### src/rtl/operand_fetch.sv
// operand_fetch
//   Read-side companion to the 4 x 8-bit signed register file. Takes one
//   decoded instruction at a time and holds it until neither source
//   register nor (if it writes) the destination register has a write
//   pending. It then reads both operands, taking the writeback value
//   directly when that register is being written in the same cycle, and
//   presents them to execute over a valid/ready handshake.
//
// Ports
//   clk, rst              rising-edge clock, synchronous active-high reset
//   in_valid/in_ready     decode handshake (in_ready high only in IDLE)
//   in_ra, in_rb, in_wb   source / destination register addresses
//   in_writes             instruction will write in_wb
//   rf_ra, rf_rb          register file read addresses (latched ra/rb)
//   rf_data1, rf_data2    register file read data
//   wb_valid, wb_addr,
//   wb_data               writeback port, same strobe as the register file write
//   out_valid/out_ready   execute handshake
//   out_a, out_b          captured operands
//   out_wb, out_writes    destination carried along with the operands
//   sb_busy               bit n = write pending to register n
//   sb_err                sticky: writeback to a register that was not pending

module operand_fetch (
  input  logic              clk,
  input  logic              rst,
  input  logic              in_valid,
  output logic              in_ready,
  input  logic [1:0]        in_ra,
  input  logic [1:0]        in_rb,
  input  logic [1:0]        in_wb,
  input  logic              in_writes,
  output logic [1:0]        rf_ra,
  output logic [1:0]        rf_rb,
  input  logic signed [7:0] rf_data1,
  input  logic signed [7:0] rf_data2,
  input  logic              wb_valid,
  input  logic [1:0]        wb_addr,
  input  logic signed [7:0] wb_data,
  output logic              out_valid,
  input  logic              out_ready,
  output logic signed [7:0] out_a,
  output logic signed [7:0] out_b,
  output logic [1:0]        out_wb,
  output logic              out_writes,
  output logic [3:0]        sb_busy,
  output logic              sb_err
);

  localparam logic [1:0] IDLE  = 2'd0;
  localparam logic [1:0] FETCH = 2'd1;
  localparam logic [1:0] ISSUE = 2'd2;

  logic [1:0]        state_reg, state_next;
  logic [1:0]        ra_reg, rb_reg, wb_reg;
  logic              writes_reg;
  logic signed [7:0] a_reg, b_reg;
  logic [1:0]        out_wb_reg;
  logic              out_writes_reg;
  logic [3:0]        sb_busy_reg, sb_busy_next;
  logic              sb_err_reg;

  logic [3:0]        eff_busy;
  logic [3:0]        wb_hit;
  logic              hazard;
  logic              capture;
  logic              accept;
  logic signed [7:0] a_next, b_next;

  // A register being written back this cycle is no longer a hazard: its
  // value is available on wb_data and is bypassed into the capture.
  genvar gi;
  generate
    for (gi = 0; gi < 4; gi++) begin : g_busy
      assign wb_hit[gi]   = wb_valid && (wb_addr == 2'(gi));
      assign eff_busy[gi] = sb_busy_reg[gi] && !wb_hit[gi];
    end
  endgenerate

  assign hazard  = eff_busy[ra_reg] || eff_busy[rb_reg] ||
                   (writes_reg && eff_busy[wb_reg]);
  assign accept  = (state_reg == IDLE) && in_valid;
  assign capture = (state_reg == FETCH) && !hazard;

  assign a_next = wb_hit[ra_reg] ? wb_data : rf_data1;
  assign b_next = wb_hit[rb_reg] ? wb_data : rf_data2;

  always_comb begin
    state_next = state_reg;
    case (state_reg)
      IDLE:    if (in_valid)  state_next = FETCH;
      FETCH:   if (!hazard)   state_next = ISSUE;
      ISSUE:   if (out_ready) state_next = IDLE;
      default:                state_next = IDLE;
    endcase
  end

  // Clear from writeback first, then set from capture, so a register that
  // retires and is re-claimed in the same cycle stays pending.
  always_comb begin
    sb_busy_next = sb_busy_reg;
    if (wb_valid)
      sb_busy_next[wb_addr] = 1'b0;
    if (capture && writes_reg)
      sb_busy_next[wb_reg] = 1'b1;
  end

  always_ff @(posedge clk) begin
    if (rst) begin
      state_reg      <= IDLE;
      ra_reg         <= 2'd0;
      rb_reg         <= 2'd0;
      wb_reg         <= 2'd0;
      writes_reg     <= 1'b0;
      a_reg          <= 8'sd0;
      b_reg          <= 8'sd0;
      out_wb_reg     <= 2'd0;
      out_writes_reg <= 1'b0;
      sb_busy_reg    <= 4'b0000;
      sb_err_reg     <= 1'b0;
    end else begin
      state_reg   <= state_next;
      sb_busy_reg <= sb_busy_next;
      if (wb_valid && !sb_busy_reg[wb_addr])
        sb_err_reg <= 1'b1;
      if (accept) begin
        ra_reg     <= in_ra;
        rb_reg     <= in_rb;
        wb_reg     <= in_wb;
        writes_reg <= in_writes;
      end
      if (capture) begin
        a_reg          <= a_next;
        b_reg          <= b_next;
        out_wb_reg     <= wb_reg;
        out_writes_reg <= writes_reg;
      end
    end
  end

  assign in_ready   = (state_reg == IDLE);
  assign out_valid  = (state_reg == ISSUE);
  assign rf_ra      = ra_reg;
  assign rf_rb      = rb_reg;
  assign out_a      = a_reg;
  assign out_b      = b_reg;
  assign out_wb     = out_wb_reg;
  assign out_writes = out_writes_reg;
  assign sb_busy    = sb_busy_reg;
  assign sb_err     = sb_err_reg;

endmodule

### config.mk
export PLATFORM = sky130hd
export DESIGN_NAME = operand_fetch
export DESIGN_NICKNAME = d
export VERILOG_FILES = /design/src/rtl/operand_fetch.sv
export SDC_FILE = /design/constraint.sdc
export NUM_CORES = 1
export LEC_CHECK = 0
export CAP_MARGIN = 20
export CORE_MARGIN = 3
export CORE_UTILIZATION = 35
export DETAILED_ROUTE_END_ITERATION = 7
export MAX_ROUTING_LAYER = met4
export PLACE_DENSITY = 0.75
export SLEW_MARGIN = 40
export SYNTH_ARGS = -nofsm -noshare
export SYNTH_HDL_FRONTEND = slang
export SYNTH_SLANG_ARGS = --single-unit
### constraint.sdc
create_clock -name clk -period 2.5 [get_ports clk]
set_input_delay 0.25 -clock clk [delete_from_list [all_inputs] [get_ports clk]]
set_output_delay 0.25 -clock clk [all_outputs]
set_load 0.05 [all_outputs]
Yosys cells after proc, flatten, opt, wreduce, memory -nomap -nowiden

Cells that the tools add are included.

$lt $le $gt $ge: 6
Equal/unequal tests: 8
Multiplexer cells: 24
Bitwise operators: 3
Reduce and logical (&&, ||, !) cells: 26

Operator list:

| cell                                                              | count |
|---|---|
| 2-to-1 mux 8 bit                                                  | 2 |
| logical AND 1 bit                                                 | 15 |
| binary-select mux 1 bit (select 2 bit)                            | 6 |
| less-than comparator 2 x 3 -> 1 bit, second input constant        | 4 |
| 2-to-1 mux 1 bit                                                  | 8 |
| 2-to-1 mux 4 bit                                                  | 2 |
| equality test 2 bit, second input constant                        | 3 |
| logical NOT 1 bit                                                 | 6 |
| 2-to-1 mux 2 bit                                                  | 3 |
| case mux 2 bit (3 select lines)                                   | 1 |
| bitwise AND 4 bit                                                 | 1 |
| demux 1 bit (select 2 bit)                                        | 2 |
| equality test 2 x 1 -> 1 bit, second input constant               | 2 |
| greater-or-equal comparator 2 x 1 -> 1 bit, second input constant | 2 |
| logical NOT 2 bit                                                 | 2 |
| != test 2 bit, second input constant                              | 2 |
| NOT 4 bit                                                         | 1 |
| bitwise OR 4 bit                                                  | 1 |
| AND reduction 3 bit                                               | 1 |
| logical OR 1 bit                                                  | 2 |
| != test 2 x 1 -> 1 bit, second input constant                     | 1 |

Flip-flop bits (word level): 33
Bits of input ports: 38
Output and inout port bits: 30

Depth between registers and ports, before layout

Depth after elaboration: 12
Depth in mapped cells: 7
Gate-level depth less buffers: 5

Worst setup path after synthesis

No wires, ideal clock.

Kind: reg-to-reg
From: register rb_reg[1], in the netlist rf_rb[1]
To: register a_reg[7], in the netlist out_a[7]
Arrival: 1.894 ns
Data required time: 2.366 ns
Path slack: 0.472 ns
Cell stages (with the launch flop): 7
Buffers on the path: 1
Period minus slack after synthesis: 2.028 ns
Path through: dfxtp_1 -> nor2b_1 -> a221oi_1 -> o22ai_2 -> nor3_4 -> buf_6 -> a211oi_1

Cells in the longest elaborated chain, start to end: 6

Ends and longest elaborated chain:

| item                                   | RTL line | RTL |
|---|---|---|
| start: declaration                     | 55       | `logic [1:0] ra_reg, rb_reg, wb_reg;` |
| start signal: assignment               | 128      | `rb_reg <= in_rb;` |
| binary-select mux 1 bit (select 2 bit) | 80       | `assign hazard = eff_busy[ra_reg] \|\| eff_busy[rb_reg] \|\|` |
| 2-to-1 mux 1 bit (implied by the code) | 80       |  |
| logical OR 1 bit (2 in series)         | 80       |  |
| logical NOT 1 bit                      | n/a      |  |
| logical AND 1 bit                      | 83       | `assign capture = (state_reg == FETCH) && !hazard;` |
| end signal: assignment                 | 133      | `a_reg <= a_next;` |
| end: declaration                       | 57       | `logic signed [7:0] a_reg, b_reg;` |

Every way passes these cells. The select of a mux whose other input is x is not followed.
A chain may end at the register's enable or synchronous reset.

Worst setup path in the final report

From: input wb_addr[0]
To: register out_wb_reg[1], in the netlist out_wb[1]

Cells in the longest elaborated chain, start to end: 10

Ends and longest elaborated chain:

| item                                                             | RTL line | RTL |
|---|---|---|
| start: declaration                                               | 38       | `input logic [1:0] wb_addr,` |
| equality test 2 x 1 -> 1 bit (tied with other cells)             | 75       | `assign wb_hit[gi] = wb_valid && (wb_addr == 2'(gi));` |
| logical AND 1 bit                                                | 75       |  |
| logical NOT 1 bit                                                | 76       | `assign eff_busy[gi] = sb_busy_reg[gi] && !wb_hit[gi];` |
| logical AND 1 bit                                                | 76       |  |
| binary-select mux 1 bit (select 2 bit), on equally long branches | 80, 81   |  |
| 2-to-1 mux 1 bit, on equally long branches                       | 80, 81   |  |
| logical OR 1 bit or logical AND 1 bit (tied branches)            | 80, 81   |  |
| logical OR 1 bit *                                               | 80       |  |
| logical NOT 1 bit *                                              | n/a      |  |
| logical AND 1 bit *                                              | 83       |  |
| end signal: assignment                                           | 135      | `out_wb_reg <= wb_reg;` |
| end: declaration                                                 | 58       | `logic [1:0] out_wb_reg;` |

Every way passes the cells marked *; elsewhere a longest branch is shown, timed or not. The select of a mux whose other input is x is not followed.

==> metrics <==
layout cells sized above 1 about 11%; slowest stage delay, CP 0.48 ns; Worst EP required between 2 and 3 ns; CTS resizes 0; I/O pin count slightly below 70; area grow syn2layout 51.7%; Final ANT Viol Nets 0; Worst Path Arrival 2.42 ns; largest net degree at the start of global routing 24; Final Hold Vio Count 0; CP Max Fanout 17; RSZ-0062 raised after global routing no; Worst slew margin a little under two thirds; Fmax achieved around 450 MHz; DR WL/cell 15.5 um; syn avg cell area ~9.6 sq um; Post-Layout Cell Count 316; CORE AREA around 4800 sq um; Crit. End Element flip-flop; vias in the first global route between 1500 and 2000; outcome completed; Finish-stage setup viols 0; # diodes 0; clk_skew 0.00645 ns; main combinational cell family by area after synthesis compound AO/OA/AOI/OAI gates; Synth Area in XOR/XNOR just over 2%; cts hold-fix bufs 0; clock sinks 33; Bufs on Longest Clock Path 2; WP buf/inv 2; setup bufs post-CTS 0; first-pass GRT wire length a little over 8000 um; #FFs+latches synth 33; initial core utilization between 30 and 40%; count of cell types in the netlist 40; Port Buf Inserts 67; mux contribution to synthesized area 15.3%; Post-Syn Nets 218; Cell Area, Synth ~1700 sq um; vias per cell 5.28; Min Clock Period, post-route around 2.2 ns; area of the multi-input gates 983 sq um; die width about 76 um; Post-Synth Simple-Gate Area about 17%; Max stage delay cell, worst path clkdlybuf4s50_1; Worst-path clk slew about 0.07 ns; DP Wirelength 3630 um; Reg area 661 sq um; Max-Cap Viols 0; clk_lat worst skew about 0.28 ns; VDD IR max ~0.35 mV; clk root buf clkbuf_8; CP Cell Sequence clkdlybuf4s50_1 > or3b_4 > a221oi_1 > o22ai_2 > nor3_4 > buf_12 > mux2i_1; cts bufs inserted 5; TNS Setup 0 ns; drt pass-1 iters 4; Hold Path Class flip-flop to flip-flop; final wirelength between 4000 and 5000 um; Seq/Total Area, Yosys 38.0%; Total GRT Usage between 10% and 20%; initial antenna violation count 0; synthesized instance count between 150 and 200; Post-Synth Adder-Cell Area 0%; P per Cell Area between 600 and 700 nW/um^2; Critical Path Start Type input port; H-tree depth 2; Worst Tran Pin Value 0.545 ns; grt total ovfl 0; DP Cell Count 308; WS Path Type input port to flip-flop; CTS tree yes; via count around 1700; die area roughly 5800 sq um; Top delay family on crit path simple AND/OR/NAND/NOR gates; 1st-iter DRT viols 73; Rows 25; Final #Nets between 200 and 300; Leakage around 0.00096 uW; fillers between 400 and 500; Tot Pwr ~1600 uW; hold slack 0.483 ns; GPL Wtd Cong 0.791; Die Y about 76 um; Synth Area in Compound Gates 22.5%; fin crit share 88.4%; yosys warns 0; Slew Viols, Final 0; detailed-route DRC error count 0
-- worst reg2reg max path, cell delays in order (launching register included) --
cell	delay, ns
dfxtp_1	0.38
and2_1	0.17
a221oi_1	0.46
o22ai_2	0.22
nor3_4	0.25
buf_12	0.17
mux2i_1	0.19
-- power by group --
group	switching [uW]	internal [uW]	total, uW	leakage, uW
sequential	35.2	566	602	0.000270
combinational	280	216	497	0.000631
clock	195	324	518	0.0000574
total	510	1110	1620	0.000958
-- synthesized netlist by cell type, drive strengths merged --
cell    instances  area [sq um]
a211oi         17           128
a21oi           4          20.0
a221oi          2          17.5
a31oi          16           100
a32o            1          10.0
and2            3          18.8
and3            1          6.26
and3b           1          10.0
buf             7          55.1
clkbuf          9          33.8
dfxtp          33           661
inv             1          3.75
mux2i          24           240
mux4            1          26.3
nand2           5          18.8
nand2b          8          50.1
nand3           3          20.0
nand3b          2          15.0
nand4           3          18.8
nor2           11          41.3
nor2b           5          31.3
nor3            2          26.3
nor3b           2          15.0
o21ai           2          10.0
o221a           3          33.8
o221ai          1          8.76
o22a            1          8.76
o22ai           1          12.5
o31ai           2          15.0
o32ai           1          8.76
o41ai           2          17.5
or3b            2          20.0
xnor2           2          17.5
xor2            2          17.5
-- layout make-up --
type	instances	share of cell area, %
inverter	1	0.142
timing repair buffer	77	29.7
sequential	33	25.1
tap	67	3.18
multi-input combinational	130	37.3
clock buffer	6	3.13
clock inverter	2	1.42
-- kinds of logic after synthesis --
| kind of cell | Yosys count |
|---|---|
| buf+inv | 17 |
| mux | 25 |
| compound gates | 53 |
| simple gates | 48 |
| xor+xnor | 4 |
| flops | 33 |
-- final timing paths --
kind | start | endpoint | slack [ns] | cells past startpoint
max | wb_addr[0] | out_wb[1] | 0.29 | 7
min | sb_err | sb_err | 0.48 | 2
max reg2reg | rf_rb[1] | out_wb[1] | 0.60 | 6
min reg2reg | sb_err | sb_err | 0.48 | 2
-- cells in the final DEF (no fill, tap or decap), types with 2 or more instances in the layout --
master            n
clkdlybuf4s50_1  67
dfxtp_1          33
mux2i_1          24
a211oi_1         17
a31oi_1          16
nor2_1           11
nand2b_1          8
buf_4             7
clkbuf_8          6
nor2b_1           5
nand2_1           5
a21oi_1           4
and2_1            3
o221a_2           3
nand4_1           3
buf_12            3
nand3b_1          2
a221oi_1          2
nand3_1           2
o21ai_0           2
nor3b_1           2
xor2_1            2
xnor2_1           2
o31ai_1           2
o41ai_1           2
-- layer usage --
layer / track usage (%) / vias to the layer above / part of all wire [%]
met2: 28.1 / 50 / 51
li1: - / 824 / -
met5: - / - / 0
met1: 22.0 / 787 / 44
met4: 4.71 / 0 / 1.2
met3: 3.90 / 6 / 4.4
-- through the flow --
step / utilization, % / worst slack, ns / instance area, sq um
5_1_grt: 55.4 / 0.139 / 2640
2_1_floorplan: - / 0.472 / 1740
3_5_place_dp: 52.9 / 0.0821 / 2510
3_3_place_gp: 52.9 / 0.143 / 2510
6_report: 55.4 / 0.291 / 2640
4_1_cts: 55.4 / 0.323 / 2640
(Power assumes the default switching activity.)
